[config.mk]
export PLATFORM = sky130hd
export DESIGN_NAME = fifo_burst_reader
export DESIGN_NICKNAME = d
export VERILOG_FILES = /design/src/rtl/fifo_burst_reader.sv
export SDC_FILE = /design/constraint.sdc
export NUM_CORES = 1
export LEC_CHECK = 0
export BUFFER_PORTS_ARGS = -buffer_cell sky130_fd_sc_hd__buf_2
export CORE_MARGIN = 2
export CORE_UTILIZATION = 65
export CTS_BUF_LIST = sky130_fd_sc_hd__clkbuf_4
export CTS_CLUSTER_DIAMETER = 120
export DETAILED_ROUTE_END_ITERATION = 8
export PLACE_DENSITY = 0.88
export SETUP_SLACK_MARGIN = 0.5
export SYNTH_ARGS = -nofsm -noshare
export SYNTH_HDL_FRONTEND = slang
export SYNTH_SLANG_ARGS = --single-unit
[constraint.sdc]
create_clock -name clk -period 6.9 [get_ports clk]
set_input_delay 0.345 -clock clk [delete_from_list [all_inputs] [get_ports clk]]
set_output_delay 0.345 -clock clk [all_outputs]
set_load 0.02 [all_outputs]
[src/rtl/fifo_burst_reader.sv]
// Burst read controller for the synchronous FIFO: drains burst_len words into a
// valid/ready stream through a 3-entry skid buffer that hides the FIFO read latency.
module fifo_burst_reader #(
  parameter int DATA_WIDTH = 8,
  parameter int LEN_WIDTH  = 16
) (
  input  logic                  clk,
  input  logic                  rst,
  input  logic                  enable,
  input  logic                  start,
  input  logic [LEN_WIDTH-1:0]  burst_len,
  output logic                  busy,
  output logic                  done,
  output logic                  fifo_rd_en,
  input  logic                  fifo_empty,
  input  logic [DATA_WIDTH-1:0] fifo_data,
  output logic                  out_valid,
  input  logic                  out_ready,
  output logic [DATA_WIDTH-1:0] out_data,
  output logic                  out_last
);

  // Stream handshake: a word moves when out_valid && out_ready && enable are all
  // high at the rising edge; out_valid/out_data/out_last hold until that happens.

  typedef enum logic [1:0] {IDLE, RUN, FLUSH, DONE} state_t;

  state_t                state_q, state_d;
  logic [LEN_WIDTH-1:0]  issue_rem_q, issue_rem_d;
  logic [LEN_WIDTH-1:0]  out_rem_q, out_rem_d;
  logic                  inflight_q, inflight_d;
  logic [1:0]            wr_ptr_q, wr_ptr_d;
  logic [1:0]            rd_ptr_q, rd_ptr_d;
  logic [1:0]            count_q, count_d;
  logic [DATA_WIDTH-1:0] buf_q [0:2];
  logic [DATA_WIDTH-1:0] buf_d [0:2];

  logic accept;
  logic xfer;

  function automatic logic [1:0] ptr_inc(input logic [1:0] p);
    return (p == 2'd2) ? 2'd0 : p + 2'd1;
  endfunction

  // Issue only when a slot is guaranteed for the word, counting the one in flight.
  assign fifo_rd_en = enable && (state_q == RUN) && (issue_rem_q != '0) && !fifo_empty &&
                      (({1'b0, count_q} + {2'b00, inflight_q}) < 3'd3);
  assign accept     = fifo_rd_en && !fifo_empty;
  assign out_valid  = (count_q != 2'd0);
  assign xfer       = out_valid && out_ready && enable;
  assign out_data   = buf_q[rd_ptr_q];
  assign out_last   = out_valid && (out_rem_q == LEN_WIDTH'(1));
  assign busy       = (state_q != IDLE);
  assign done       = (state_q == DONE);

  always_comb begin
    state_d     = state_q;
    issue_rem_d = issue_rem_q;
    out_rem_d   = out_rem_q;
    wr_ptr_d    = wr_ptr_q;
    rd_ptr_d    = rd_ptr_q;
    count_d     = count_q;
    buf_d       = buf_q;
    inflight_d  = accept;

    // The FIFO returns data one cycle after acceptance even if enable dropped.
    if (inflight_q) begin
      buf_d[wr_ptr_q] = fifo_data;
      wr_ptr_d        = ptr_inc(wr_ptr_q);
    end
    if (xfer) begin
      rd_ptr_d = ptr_inc(rd_ptr_q);
      if (out_rem_q != '0) out_rem_d = out_rem_q - LEN_WIDTH'(1);
    end
    case ({inflight_q, xfer})
      2'b10:   count_d = count_q + 2'd1;
      2'b01:   count_d = count_q - 2'd1;
      default: count_d = count_q;
    endcase
    if (accept) issue_rem_d = issue_rem_q - LEN_WIDTH'(1);

    case (state_q)
      IDLE: begin
        if (start && enable) begin
          issue_rem_d = burst_len;
          out_rem_d   = burst_len;
          state_d     = (burst_len == '0) ? DONE : RUN;
        end
      end
      RUN:     if (accept && (issue_rem_q == LEN_WIDTH'(1))) state_d = FLUSH;
      FLUSH:   if (xfer && (out_rem_q == LEN_WIDTH'(1))) state_d = DONE;
      DONE:    state_d = IDLE;
      default: state_d = IDLE;
    endcase
  end

  always_ff @(posedge clk or posedge rst) begin
    if (rst) begin
      state_q     <= IDLE;
      issue_rem_q <= '0;
      out_rem_q   <= '0;
      inflight_q  <= 1'b0;
      wr_ptr_q    <= 2'd0;
      rd_ptr_q    <= 2'd0;
      count_q     <= 2'd0;
      for (int i = 0; i < 3; i++) buf_q[i] <= '0;
    end else begin
      state_q     <= state_d;
      issue_rem_q <= issue_rem_d;
      out_rem_q   <= out_rem_d;
      inflight_q  <= inflight_d;
      wr_ptr_q    <= wr_ptr_d;
      rd_ptr_q    <= rd_ptr_d;
      count_q     <= count_d;
      for (int i = 0; i < 3; i++) buf_q[i] <= buf_d[i];
    end
  end

endmodule

==> results of run 1 <==
[worst register-to-register path: cells and delay by family (launching register included)]
| kind | cells | cell delay [ps] |
|---|---|---|
| AO/OA/AOI/OAI | 1 | 160 |
| AND/OR/NAND/NOR | 4 | 1410 |
| adder cells (fa/ha/maj) | 2 | 390 |
| flip-flops | 1 | 460 |
[stage by stage]
stage,instances,power [µW],util
floorplan,347,1200,-
global placement,449,1340,0.710
detailed placement,449,1380,0.710
CTS,465,1580,0.730
global route,465,1710,0.730
finish,465,1590,0.730
[layout by cell type (no fill, tap or decap), drive strengths merged, types with 4 or more instances in the layout]
master  count
clkbuf      9
nor3        6
clkinv      5
a211oi      5
buf        45
inv        14
nor2       23
mux2i       8
or3        14
or4         9
nand3       9
o21ai      17
a31oi       7
ha         13
mux2       25
nor4       10
o41ai       4
xnor2      23
nand2      20
dfrtp      65
a21oi      29
[registers in the layout, indices dropped and copies added (netlist names)]
| signal | flops |
|---|---|
| count_q | 2 |
| out_rem_q | 16 |
| rd_ptr_q | 2 |
| buf_q | 24 |
| issue_rem_q | 16 |
| inflight_q | 1 |
| state_q | 2 |
| wr_ptr_q | 2 |
[power by group]
group | leakage [µW] | internal, µW | switching (µW)
clock | 0.0000566 | 69.6 | 136
sequential | 0.000763 | 567 | 180
combinational | 0.000820 | 301 | 333
total | 0.00164 | 937 | 649
[per-layer routing]
| metal | track usage | share of wire | vias up |
|---|---|---|---|
| met1 | 0.357 | 0.43 | 1367 |
| met3 | 0.0517 | 0.062 | 23 |
| li1 | - | - | 1359 |
| met5 | 0 | 0 | - |
| met2 | 0.442 | 0.48 | 117 |
| met4 | 0.123 | 0.026 | 0 |
[cell families after synthesis]
logic type               after synthesis
buffers and inverters                 29
AO/OA/AOI/OAI                         74
XOR/XNOR                              25
AND/OR/NAND/NOR                      108
adder cells (fa/ha/maj)               13
flip-flops                            65
multiplexers                          33
[worst paths after layout]
check | slack, ps | to | startpoint
min reg2reg | 510 | buf_q[6] | buf_q[6]
max | 3930 | fifo_rd_en | issue_rem_q[12]
min | 160 | out_rem_q[13] | rst
max reg2reg | 4410 | issue_rem_q[13] | count_q[0]
max in group asynchronous | 6210 | buf_q[16] | rst
min in group clk | 210 | buf_q[20] | fifo_data[4]
[layout make-up]
| type | count | area, µm² | area share |
|---|---|---|---|
| inverter | 14 | 52.6 | 0.0133 |
| clock inverter | 7 | 37.5 | 0.00952 |
| sequential | 65 | 1630 | 0.412 |
| tap | 72 | 90.1 | 0.0228 |
| clock buffer | 9 | 67.6 | 0.0171 |
| multi-input combinational | 253 | 1840 | 0.466 |
| timing repair buffer | 45 | 233 | 0.0590 |
==> qor.yml, run 1 <==
floorplan:
  die-area_um2: 6110
  rows: 27
  fp.dieW_um: 78.2
  floorplan.initialDensity: 0.662
  die_height_um: 78.2
  floorplan.core_area_um2: 5410
  ios: 43
logic_synthesis:
  synth_xor_area_frac: 0.0612
  yosysWarnings: 0
  synth_most_common_cell: "sky130_fd_sc_hd__dfrtp_1"
  synth.mux.area_fraction: 0.101
  synthDistinctLibCells: 46
  mappedNetlistArea_um2: 3580
  seq_total_area_yosys: 0.455
  synth_enable_flop_cells: 0
  ys_top_cells_by_area: "sky130_fd_sc_hd__dfrtp_1, sky130_fd_sc_hd__mux2_2, sky130_fd_sc_hd__xnor2_1"
  postSynthAreaPerCell_um2: 10.3
  yosys.area.top_type: "sky130_fd_sc_hd__dfrtp_1"
  synth_top_family_by_area: "simple AND/OR/NAND/NOR gates"
  synth.net_count: 390
  netlist.area_leader.share: 0.455
  synth_adder_area_share: 0.0455
  synth_async_sr_flop_share: 1.00
  synth-compound-area-share: 0.126
  synth_common_cells: "sky130_fd_sc_hd__dfrtp_1, sky130_fd_sc_hd__a21oi_1, sky130_fd_sc_hd__mux2_2"
  post_synth_and_or_nand_nor_area_fraction: 0.180
  synth_register_bits: 65
  ys_dominant_reg_cell: "sky130_fd_sc_hd__dfrtp_1"
  number_of_standard_cells_after_synthesis: 347
setup_path:
  timing.critical_path.slowest_stage_cell: "sky130_fd_sc_hd__nor3_1"
  worstSetupEndpointType: "output port"
  timing.critical_path.arrival_ps: 2620
  timing.critical_path.required_ps: 6550
  critPathMaxStageDelay_ps: 740
  cp.depth: 5
  critPathBufInv: 2
  crit_chain: "or3_4, nor3_1, a31o_2, inv_1, buf_2"
  crit_fanout: 11
  timing.critical_path.max_delay_family: "simple AND/OR/NAND/NOR gates"
  worst-setup-path-type: "reg2out"
  startpoint_type: "register"
  rr_worst_depth: 7
placement:
  dp_worst_setup_slack_ps: 4420
  gpl.final_weighted_congestion: 0.935
  detailedPlacementHpwl_um: 5570
  buffer_ports.inserted: 42
  detailed_place.area_um2: 3840
job:
  maxCapViolCount: 0
status:
  status: "complete, no violations"
sta:
  timing.max_slew.rel_slack: 0.359
  tightest_slew_ps: 953
  period_share: 0.430
  finalMaxSlewViolations: 0
  finalSetupViolations: 0
  setup_tns_ps: 0
  hold_ws_ps: 163
  hold_viol: 0
  finalWorstPathRequiredPeriod_ps: 2970
  fmax_ghz: 0.337
  clock_skew_ps: 7.77
  worst_slack_ps: 3930
  rsz0062_at_grt: "no"
power_and_ir_drop:
  static-leakage-power_uw: 0.00164
  power_density_nw_per_um2: 402
  max_ir_drop_vdd_uv: 207
grt:
  grt_usage: 0.272
  globalRoute.totalOverflow: 0
  antenna_found_initial: 0
  largest_net_degree_at_the_start_of_global_routing: 66
  first_global_vias: 2787
  global_route_wire_length_before_repair_um: 13000
route:
  routed_wirelength_um: 7660
  post_route_drc: 0
  detailedRoute.firstPassIterationCount: 6
  detail_route.iter0.violations: 226
  routed-via-count: 2866
  drt.antenna.violating_nets: 0
  route.detailed.vias_per_inst: 6.16
  post_drt_wl_per_cell_um: 16.5
clocking:
  clock_sinks: 65
  cts_hold_buf: 0
  cts_made_buffers: 9
  postcts_setup_bufs: 0
  cts_resized: 0
  clock_insertion_delay_worst_skew_ps: 400
  cts_max_level: 3
  clk_pin_slew_worst_paths_ps: 110
  tritoncts_clock_tree: "built"
  clockRootBuffer: "sky130_fd_sc_hd__clkbuf_4"
  cts-root-to-sink-buffers: 2
finish:
  drive_above_1_share: 0.260
  syn2layout_area_growth_pct: 10.2
  design_area_um2: 3940
  final.fill_count: 405
  final_net_count: 431
  antenna_cells: 0
hold_path:
  hold_path_class: "in2async"
Note: power is estimated with default switching activity, not from simulation.
==> inputs of run 2 (changes only) <==
--- a/config.mk
+++ b/config.mk
@@ -7,11 +7,11 @@
 export LEC_CHECK = 0
 export BUFFER_PORTS_ARGS = -buffer_cell sky130_fd_sc_hd__buf_2
 export CORE_MARGIN = 2
-export CORE_UTILIZATION = 65
+export CORE_UTILIZATION = 60
 export CTS_BUF_LIST = sky130_fd_sc_hd__clkbuf_4
 export CTS_CLUSTER_DIAMETER = 120
 export DETAILED_ROUTE_END_ITERATION = 8
-export PLACE_DENSITY = 0.88
+export PLACE_DENSITY = 0.82
 export SETUP_SLACK_MARGIN = 0.5
 export SYNTH_ARGS = -nofsm -noshare
 export SYNTH_HDL_FRONTEND = slang
==> constraint.sdc (replaced) <==
create_clock -name clk -period 3 [get_ports clk]
set_input_delay 0.15 -clock clk [delete_from_list [all_inputs] [get_ports clk]]
set_output_delay 0.15 -clock clk [all_outputs]
set_load 0.02 [all_outputs]
==> run 2 against run 1 <==
  * Global-route usage decreased by 1.8 points
  * Design area up 2.2%
  * Register-to-register slack lost 3900 ps
  * Die area grew 7.9%
  * Utilization shrank 4.1 points
  * Sequential cell count unchanged
  * Wire length up 1.9%
  * Largest cell class unchanged
==> qor.yml, run 2 (same netlist as run 1, synthesis figures left out) <==
status:
  status: "complete, no violations"
route:
  routed-via-count: 2842  # -0.84%
  post_drt_wl_per_cell_um: 16.4  # -0.25%
  routed_wirelength_um: 7800  # +1.9%
  detailedRoute.firstPassIterationCount: 9  # +3
  drt.antenna.violating_nets: 0  # unchanged
  detail_route.iter0.violations: 157  # -31%
  post_route_drc: 0  # unchanged
  route.detailed.vias_per_inst: 5.98  # -2.9%
sta:
  setup_tns_ps: 0  # unchanged
  fmax_ghz: 0.407
  finalSetupViolations: 0  # unchanged
  timing.max_slew.rel_slack: 0.446  # +0.0865
  finalMaxSlewViolations: 0  # unchanged
  tightest_slew_ps: 828  # -125 ps
  finalWorstPathRequiredPeriod_ps: 2460
  clock_skew_ps: 11.5  # +3.70 ps
  worst_slack_ps: 544  # -3390 ps
  hold_ws_ps: 26.4  # -137 ps
  rsz0062_at_grt: "yes"
  period_share: 0.819
  hold_viol: 0  # unchanged
grt:
  gr-usage-met1: 0.319  # -0.0382
  grt_usage: 0.254  # -0.0180
  largest_net_degree_at_the_start_of_global_routing: 39  # -41%
  global_route.usage.met2: 0.440  # -0.00175
  first_global_vias: 2663  # -4.4%
  gr-usage-met3: 0.0500  # -0.00172
  top_usage_layer: "met2"
  globalRoute.totalOverflow: 0  # unchanged
  antenna_found_initial: 0  # unchanged
  global_route_wire_length_before_repair_um: 12600  # -3.0%
placement:
  detailedPlacementHpwl_um: 5710  # +2.5%
  gpl.final_weighted_congestion: 0.911  # -2.5%
  dp_worst_setup_slack_ps: 480  # -3940 ps
  place.detailed.instances: 454  # +1.1%
  buffer_ports.inserted: 42  # unchanged
floorplan:
  fp.dieW_um: 81.2  # +3.9%
  floorplan.core_area_um2: 5850  # +8.2%
  ios: 43  # unchanged
  die_height_um: 81.2  # +3.9%
  floorplan.initialDensity: 0.611  # -0.0504
  rows: 28  # +3.7%
  die-area_um2: 6600  # +7.9%
clocking:
  cts_made_buffers: 9  # unchanged
  clockRootBuffer: "sky130_fd_sc_hd__clkbuf_4"
  cts-root-to-sink-buffers: 2  # unchanged
  cts_max_level: 3  # unchanged
  tritoncts_clock_tree: "built"
  clock_insertion_delay_worst_skew_ps: 400  # about the same
  clock_sinks: 65  # unchanged
  clk_pin_slew_worst_paths_ps: 100  # about the same
setup_path:
  timing.critical_path.arrival_ps: 2790  # +170 ps
  worstSetupEndpointType: "register"
  timing.critical_path.from: "count_q[0]"
  r2r_start: "count_q[0]"
  crit_fanout: 8  # -3
  worst-setup-path-type: "reg2reg"
  timing.critical_path.required_ps: 3330  # -3220 ps
  startpoint_type: "register"
finish:
  drive_above_1_share: 0.268  # +0.00796
  final_common_cell: "sky130_fd_sc_hd__dfrtp_1"
  largest_register_ffs: 24  # unchanged
  antenna_cells: 0  # unchanged
  most-common-layout-cells: "sky130_fd_sc_hd__dfrtp_1, sky130_fd_sc_hd__buf_2, sky130_fd_sc_hd__a21oi_1"
  seq_area_um2: 1630  # about the same
  final_cells: 475  # +2.2%
  largest_register: "buf_q"
  reg.largest.list: "buf_q (24), issue_rem_q (16), out_rem_q (16)"
  final.fill_count: 464  # +15%
  syn2layout_area_growth_pct: 12.6
  area_of_the_multi_input_gates_um2: 1850  # +0.61%
  final_util: 0.689  # -0.0410
  final_net_count: 441  # +2.3%
hold_path:
  hold_path_class: "in2reg"
  holdCritStartpoint: "fifo_data[3]"
power_and_ir_drop:
  power_density_nw_per_um2: 905  # +130%
  max_ir_drop_vdd_uv: 461  # +120%
  static-leakage-power_uw: 0.00168  # +2.6%
job:
  maxCapViolCount: 0  # unchanged
-- run 2: worst paths after layout --
check,to,slack (ps),cells past startpoint
worst max-delay path,issue_rem_q[12],540,7
min in group asynchronous,buf_q[20],410,3
worst min-delay path,buf_q[3],30,2
worst min register to register,buf_q[3],510,1
worst max register to register,issue_rem_q[12],540,7
max in group asynchronous,buf_q[10],1820,4
-- run 2: critical path: stages, from the launching register on --
cell and delay, ps:
sky130_fd_sc_hd__dfrtp_2 430, sky130_fd_sc_hd__ha_1 190, sky130_fd_sc_hd__ha_1 170, sky130_fd_sc_hd__and4bb_2 330
sky130_fd_sc_hd__nand3_1 240, sky130_fd_sc_hd__or4b_2 720, sky130_fd_sc_hd__xor2_1 170, sky130_fd_sc_hd__a21oi_1 150
-- run 2: area by class of cell --
class                      count  share of cell area
multi-input combinational    253               0.459
sequential                    65               0.404
timing repair buffer          55              0.0795
tap                           75              0.0233
clock buffer                  10              0.0186
inverter                      14              0.0130
clock inverter                 3             0.00280
-- run 2: stage by stage --
stage	instance area (µm²)	total power (µW)
floorplan	3580	2750
global placement	3860	3080
detailed placement	3860	3170
CTS	3980	3620
global route	4030	3920
finish	4030	3650
-- run 2: power by group --
part	internal, µW	switching [µW]
registers	1310	414
logic	718	764
clock network	159	287
-- run 2: repair_timing --
action | 4_1_cts | 5_1_grt
setup endpoints to repair | 2 | 3
buffers inserted | 0 | 3
cloned | 0 | 0
endpoints found under the hold margin | 36 | 4
pin swaps | 0 | 0
hold buffers | 3 | 2
resized for setup | 2 | 2
-- run 2: per-layer routing --
| layer | share of wire | wire [µm] |
|---|---|---|
| met1 | 0.42 | 3280 |
| met2 | 0.51 | 3940 |
| met3 | 0.053 | 412 |
| met4 | 0.021 | 164 |
| met5 | 0 | 0 |
